## src/rtl/updown_seq_monitor_if.sv

```systemverilog
// Count-bus interface between a bouncing up/down counter (master) and its
// sequence monitor (slave): sampled count plus the monitor's status outputs.
interface updown_seq_monitor_if #(
   parameter int WIDTH  = 3,
   parameter int TURN_W = 8,
   parameter int ERR_W  = 8
);
   logic              sample_valid;
   logic [WIDTH-1:0]  count_in;
   logic              locked;
   logic              dir_up;
   logic              turn_pulse;
   logic              seq_error;
   logic [TURN_W-1:0] turn_count;
   logic [ERR_W-1:0]  err_count;

   modport master (
      output sample_valid, count_in,
      input  locked, dir_up, turn_pulse, seq_error, turn_count, err_count
   );

   modport slave (
      input  sample_valid, count_in,
      output locked, dir_up, turn_pulse, seq_error, turn_count, err_count
   );
endinterface

```

## src/rtl/updown_seq_monitor.sv

```systemverilog
// Receive-side checker for a bouncing 0..MAX..0 up/down counter bus.
// Optional macro UDMON_STICKY_ERR_EN: seq_error latches until clear instead of pulsing.
module updown_seq_monitor #(
   parameter int WIDTH  = 3,
   parameter int TURN_W = 8,
   parameter int ERR_W  = 8
) (
   input  logic                 clock,
   input  logic                 clear,
   updown_seq_monitor_if.slave  bus
);
   localparam logic [WIDTH-1:0] MAX = '1;
   localparam logic [WIDTH-1:0] ONE = WIDTH'(1);

   typedef enum logic [1:0] {IDLE, ACQ, TRACK} state_t;

   state_t            state, state_n;
   logic [WIDTH-1:0]  prev, prev_n;
   logic              locked, locked_n;
   logic              dir_up, dir_n;
   logic              turn_pulse, turn_pulse_n;
   logic              seq_error, seq_error_n;
   logic [TURN_W-1:0] turn_count, turn_n;
   logic [ERR_W-1:0]  err_count, err_n;

   logic [WIDTH-1:0]  prev_inc, prev_dec, expect_val;
   logic              expect_rev;
   logic              step_err;

   function automatic logic [TURN_W-1:0] sat_turn(input logic [TURN_W-1:0] v);
      return (v == '1) ? v : v + TURN_W'(1);
   endfunction

   function automatic logic [ERR_W-1:0] sat_err(input logic [ERR_W-1:0] v);
      return (v == '1) ? v : v + ERR_W'(1);
   endfunction

   assign prev_inc = prev + ONE;
   assign prev_dec = prev - ONE;

   // Next legal value while tracking; endpoints force a reversal, never a wrap.
   always_comb begin
      expect_val = prev_inc;
      expect_rev = 1'b0;
      if (dir_up) begin
         if (prev == MAX) begin
            expect_val = prev_dec;
            expect_rev = 1'b1;
         end
      end else if (prev == '0) begin
         expect_val = ONE;
         expect_rev = 1'b1;
      end else begin
         expect_val = prev_dec;
      end
   end

   always_comb begin
      state_n      = state;
      prev_n       = prev;
      locked_n     = locked;
      dir_n        = dir_up;
      turn_pulse_n = 1'b0;
      turn_n       = turn_count;
      err_n        = err_count;
      step_err     = 1'b0;
`ifdef UDMON_STICKY_ERR_EN
      seq_error_n  = seq_error;
`else
      seq_error_n  = 1'b0;
`endif
      if (bus.sample_valid) begin
         case (state)
            IDLE: begin
               prev_n  = bus.count_in;
               state_n = ACQ;
            end
            ACQ: begin
               prev_n = bus.count_in;
               if (bus.count_in != prev) begin
                  if (prev != MAX && bus.count_in == prev_inc) begin
                     dir_n    = 1'b1;
                     locked_n = 1'b1;
                     state_n  = TRACK;
                  end else if (prev != '0 && bus.count_in == prev_dec) begin
                     dir_n    = 1'b0;
                     locked_n = 1'b1;
                     state_n  = TRACK;
                  end else begin
                     step_err = 1'b1;
                  end
               end
            end
            TRACK: begin
               // Equal value means the upstream counter was stalled.
               if (bus.count_in != prev) begin
                  prev_n = bus.count_in;
                  if (bus.count_in == expect_val) begin
                     if (expect_rev) begin
                        dir_n        = ~dir_up;
                        turn_pulse_n = 1'b1;
                        turn_n       = sat_turn(turn_count);
                     end
                  end else begin
                     step_err = 1'b1;
                     locked_n = 1'b0;
                     state_n  = ACQ;
                  end
               end
            end
            default: state_n = IDLE;
         endcase
      end
      if (step_err) begin
         seq_error_n = 1'b1;
         err_n       = sat_err(err_count);
      end
   end

   always_ff @(posedge clock) begin
      if (clear) begin
         state      <= IDLE;
         prev       <= '0;
         locked     <= 1'b0;
         dir_up     <= 1'b1;
         turn_pulse <= 1'b0;
         seq_error  <= 1'b0;
         turn_count <= '0;
         err_count  <= '0;
      end else begin
         state      <= state_n;
         prev       <= prev_n;
         locked     <= locked_n;
         dir_up     <= dir_n;
         turn_pulse <= turn_pulse_n;
         seq_error  <= seq_error_n;
         turn_count <= turn_n;
         err_count  <= err_n;
      end
   end

   assign bus.locked     = locked;
   assign bus.dir_up     = dir_up;
   assign bus.turn_pulse = turn_pulse;
   assign bus.seq_error  = seq_error;
   assign bus.turn_count = turn_count;
   assign bus.err_count  = err_count;
endmodule
```

## src/flat_wrapper.sv

```systemverilog
// flat-port wrapper written by rule: the top's interface ports become plain ports
module updown_seq_monitor_flat 
#(
   parameter int WIDTH  = 3,
   parameter int TURN_W = 8,
   parameter int ERR_W  = 8
)
  (clock, clear, bus_sample_valid, bus_count_in, bus_locked, bus_dir_up, bus_turn_pulse, bus_seq_error, bus_turn_count, bus_err_count);
  updown_seq_monitor_if #(.WIDTH(WIDTH), .TURN_W(TURN_W), .ERR_W(ERR_W)) bus_i ();
  input  logic clock;
  input  logic clear;
  input wire logic [$bits(bus_i.sample_valid)-1:0] bus_sample_valid;
  input wire logic [$bits(bus_i.count_in)-1:0] bus_count_in;
  output wire logic [$bits(bus_i.locked)-1:0] bus_locked;
  output wire logic [$bits(bus_i.dir_up)-1:0] bus_dir_up;
  output wire logic [$bits(bus_i.turn_pulse)-1:0] bus_turn_pulse;
  output wire logic [$bits(bus_i.seq_error)-1:0] bus_seq_error;
  output wire logic [$bits(bus_i.turn_count)-1:0] bus_turn_count;
  output wire logic [$bits(bus_i.err_count)-1:0] bus_err_count;
  assign bus_i.sample_valid = bus_sample_valid;
  assign bus_i.count_in = bus_count_in;
  assign bus_locked = bus_i.locked;
  assign bus_dir_up = bus_i.dir_up;
  assign bus_turn_pulse = bus_i.turn_pulse;
  assign bus_seq_error = bus_i.seq_error;
  assign bus_turn_count = bus_i.turn_count;
  assign bus_err_count = bus_i.err_count;
  updown_seq_monitor #(.WIDTH(WIDTH), .TURN_W(TURN_W), .ERR_W(ERR_W)) u_core (.clock(clock), .clear(clear), .bus(bus_i));
endmodule
```

## config.mk

```make
export PLATFORM = sky130hd
export DESIGN_NAME = updown_seq_monitor_flat
export DESIGN_NICKNAME = d
export VERILOG_FILES = /design/src/rtl/updown_seq_monitor_if.sv /design/src/rtl/updown_seq_monitor.sv /design/src/flat_wrapper.sv
export SDC_FILE = /design/constraint.sdc
export NUM_CORES = 1
export LEC_CHECK = 0
export CAP_MARGIN = 40
export CORE_MARGIN = 1.5
export CORE_UTILIZATION = 52
export CTS_CLUSTER_SIZE = 8
export DETAILED_ROUTE_END_ITERATION = 10
export PLACE_DENSITY = 0.76
export SLEW_MARGIN = 20
export SYNTH_ARGS = -nofsm -noshare
export SYNTH_HDL_FRONTEND = slang
export SYNTH_SLANG_ARGS = --single-unit
```

## constraint.sdc

```tcl
create_clock -name clock -period 3.3 [get_ports clock]
set_input_delay 0.825 -clock clock [delete_from_list [all_inputs] [get_ports clock]]
set_output_delay 0.825 -clock clock [all_outputs]
set_load 0.05 [all_outputs]
```

==> out/results.txt, run 1 <==
Status = finished with violations
Failing checks = DRC
CTS Sinks = 25
Fin crit share = 0.873
Routed WL per cell = 14.1 µm
DRT Wirelength = 3.48 mm
DRC = 3
Avg Cell Area, Syn = 8.37 µm²
Yosys warns = 0
Slew Viols, Final = 0
Sequential cell area fraction in the yosys report = 0.318
Global route overflow = 0
First-pass GRT wire length = 5.69 mm
Post-synth top flop = dfxtp_1
Hold Path Class = flop to flop
Maximum VDD drop = 290 µV
Count leader, synth = dfxtp_1
Hold Startpoint = u_core.bus.err_count[5]
RSZ-0062 raised after global routing = false
Gate count of the mapped netlist = 188
Measured slew at the worst slew-check pin = 0.526 ns
Grt met2 use = 0.364
Commonest cells in the synthesized netlist = dfxtp_1 (25), nor2_1 (15), a21oi_1 (14), inv_1 (14)
CTS Buffer Depth = 2
FF+latch count, synth = 25
Post-synthesis cell type count = 48
R2R Setup Slk = 0.57 ns
Setup repair bufs after CTS = 0
Max Clk Rate = 0.347 GHz
Finish-stage setup viols = 0
Vias = 1483
Port Buffer Count = 25
Global routing usage on met1 = 0.280
Synthesis-to-finish area growth = 19.9%
Max cap viols = 0
Max Fanout on Critical Path = 5
Fillers = 257
Leading area contributor after synthesis = dfxtp_1
Top-area cell type share of the netlist area = 0.318
Global routing's busiest layer = met2
Slew margin rel. = 0.648
Final Instance Area = 1890 µm²
Row cnt = 19
Post-DP HPWL = 2.64 mm
Die Y = 58.0 µm
Post-route antenna net violation count = 0
GP Congestion = 0.910
Leakage power = 0.681 nW
Reg2reg path depth = 9
Chip width = 58.0 µm
Hold depth = 2
Register area = 500 µm²
Final hold viol count = 0
WP data arrival = 3.12 ns
DIE AREA = 3370 µm²
CP Launch Type = primary input
Syn nets = 204
Total negative slack = 0 ns
Total power = 0.000695 W
Top post-synthesis cells by area = dfxtp_1 (32%), ha_1 (7.9%), a21oi_1 (4.5%)
Initial antenna violation count = 0
CTS Buf Count = 3
Via-to-Cell Ratio = 6.03
Hold Path End = u_core.bus.err_count[5]
CP Data Required Time = 3.54 ns
Async set-reset flop share out of synthesis = 0
PD cells = 368 nW/µm²
Worst Setup End Kind = flop
Starting Density = 0.561
Largest net degree at the start of global routing = 16
N_diodes = 0
H-tree levels = 1
EDFF count, synth = 0
CTS root buffer = clkbuf_4
Post-DP Area = 1860 µm²
Crit path time final = 2.88 ns
Worst Clk Skew = 0.00909 ns
Vias in the first global route = 1296
Fin nets = 232
Placeable Area = 2810 µm²
WS Path Type = primary input to flop
Met3 usage = 0.0268
Share of cells above drive strength 1 = 0.0837
CTS Hold Bufs = 0
Multi-input logic area = 977 µm²
Clock slew at reported path FFs = 0.15 ns
Synthesized cell area = 1570 µm²
Worst-skew pair later-pin latency = 0.33 ns
R2R Path End = u_core.bus.dir_up
Post-CTS resize count = 0
Ports = 26
R2R Path Start = u_core.prev[0]
Drt pass-1 iters = 10
CTS tree = yes
Gr usage total = 0.215
Iteration-0 DRC Markers = 82
==> worst max path at each step <==
stage	startpoint	to	slack, ns	cells after the start
final	bus_count_in[0]	u_core.bus.dir_up	0.42	8
after CTS	bus_count_in[0]	u_core.bus.dir_up	0.46	8
after global routing	bus_count_in[0]	u_core.bus.dir_up	0.31	8
after floorplan	bus_count_in[0]	u_core.bus.err_count[1]	0.67	8
after detailed placement	bus_count_in[0]	u_core.bus.dir_up	0.1	8
after global placement	bus_count_in[0]	u_core.bus.dir_up	0.20	8
==> kinds of logic (layout without fill, tap and decap cells) <==
| logic type | after synthesis | count (layout) | share of synthesized area |
|---|---|---|---|
| simple gates | 69 | 69 | 0.249 |
| fa+ha+maj | 10 | 10 | 0.0795 |
| mux | 5 | 5 | 0.0318 |
| compound gates | 48 | 48 | 0.205 |
| flops | 25 | 25 | 0.318 |
| buf+inv | 21 | 48 | 0.0612 |
| xor+xnor | 10 | 10 | 0.0556 |
==> final cells by class <==
class | instances | area share
tap | 31 | 0.0206
multi-input combinational | 142 | 0.518
inverter | 14 | 0.0279
clock inverter | 1 | 0.00398
sequential | 25 | 0.265
clock buffer | 3 | 0.0119
timing repair buffer | 30 | 0.153
==> power breakdown <==
part           internal [W]  total (W)  switching, W
combinational     0.0000885   0.000214      0.000126
sequential         0.000316   0.000334     0.0000187
clock             0.0000465   0.000146     0.0000998
total              0.000451   0.000695      0.000244
==> flip-flops by register name, indices dropped and copies added, names as in the netlist <==
signal / flops
u_core.state: 2
u_core.bus.turn_pulse: 1
u_core.bus.turn_count: 8
u_core.bus.locked: 1
u_core.prev: 3
u_core.bus.err_count: 8
u_core.bus.dir_up: 1
u_core.bus.seq_error: 1
==> per-stage QoR <==
stage / setup WS (ns) / cells / hold slack (ns) / utilization
after floorplan: 0.672 / 188 / 0.509 / -
after global placement: 0.195 / 242 / 0.477 / 0.662
after detailed placement: 0.0996 / 242 / 0.493 / 0.662
after CTS: 0.456 / 246 / 0.512 / 0.673
after global routing: 0.311 / 246 / 0.545 / 0.673
final: 0.418 / 246 / 0.511 / 0.673
==> critical path: stages <==
cell,delay (ns)
clkdlybuf4s50_1,0.47
xnor2_1,0.17
or3_2,0.53
o221ai_1,0.18
o21ai_1,0.17
a21oi_1,0.37
o311ai_0,0.20
a21o_1,0.21
==> metal layers <==
layer / share of wire / vias to the layer above
met5: 0 / -
met4: 0.029 / 0
met3: 0.030 / 13
met2: 0.48 / 42
met1: 0.46 / 692
li1: - / 736
==> cell usage in the layout, fill, tap and decap left out, types with 2 or more instances in the layout <==
| cell | instances |
|---|---|
| nand3_1 | 11 |
| o31ai_1 | 3 |
| xnor2_1 | 8 |
| a31o_2 | 2 |
| ha_1 | 10 |
| buf_4 | 5 |
| nor3b_1 | 2 |
| xor2_1 | 2 |
| o21ai_0 | 11 |
| nand3b_1 | 3 |
| or3_1 | 8 |
| or4_1 | 2 |
| nand2_1 | 8 |
| a21oi_1 | 14 |
| nor2_1 | 15 |
| clkdlybuf4s50_1 | 25 |
| and3_1 | 2 |
| mux2i_1 | 5 |
| o2111ai_1 | 2 |
| o21a_1 | 2 |
| clkbuf_4 | 3 |
| nand2b_1 | 2 |
| nor4_1 | 2 |
| inv_1 | 14 |
| nor3_1 | 5 |
| dfxtp_1 | 25 |
| o221ai_1 | 2 |
No activity file was read; power rests on OpenSTA's default activity.
==> run 2: changes to the inputs <==
--- a/config.mk
+++ b/config.mk
@@ -5,6 +5,7 @@
 export SDC_FILE = /design/constraint.sdc
 export NUM_CORES = 1
 export LEC_CHECK = 0
+export ABC_CLOCK_PERIOD_IN_PS = 3300
 export CAP_MARGIN = 40
 export CORE_MARGIN = 1.5
 export CORE_UTILIZATION = 52
==> results of run 2 <==
Final layout, timing and power as in run 1 (identical DEF).
==> run 3: changes to the inputs <==
--- a/config.mk
+++ b/config.mk
@@ -12,7 +12,6 @@
 export CTS_CLUSTER_SIZE = 8
 export DETAILED_ROUTE_END_ITERATION = 10
 export PLACE_DENSITY = 0.76
-export SLEW_MARGIN = 20
 export SYNTH_ARGS = -nofsm -noshare
 export SYNTH_HDL_FRONTEND = slang
 export SYNTH_SLANG_ARGS = --single-unit
==> results of run 3 <==
Final layout, timing and power as in run 1 (identical DEF).
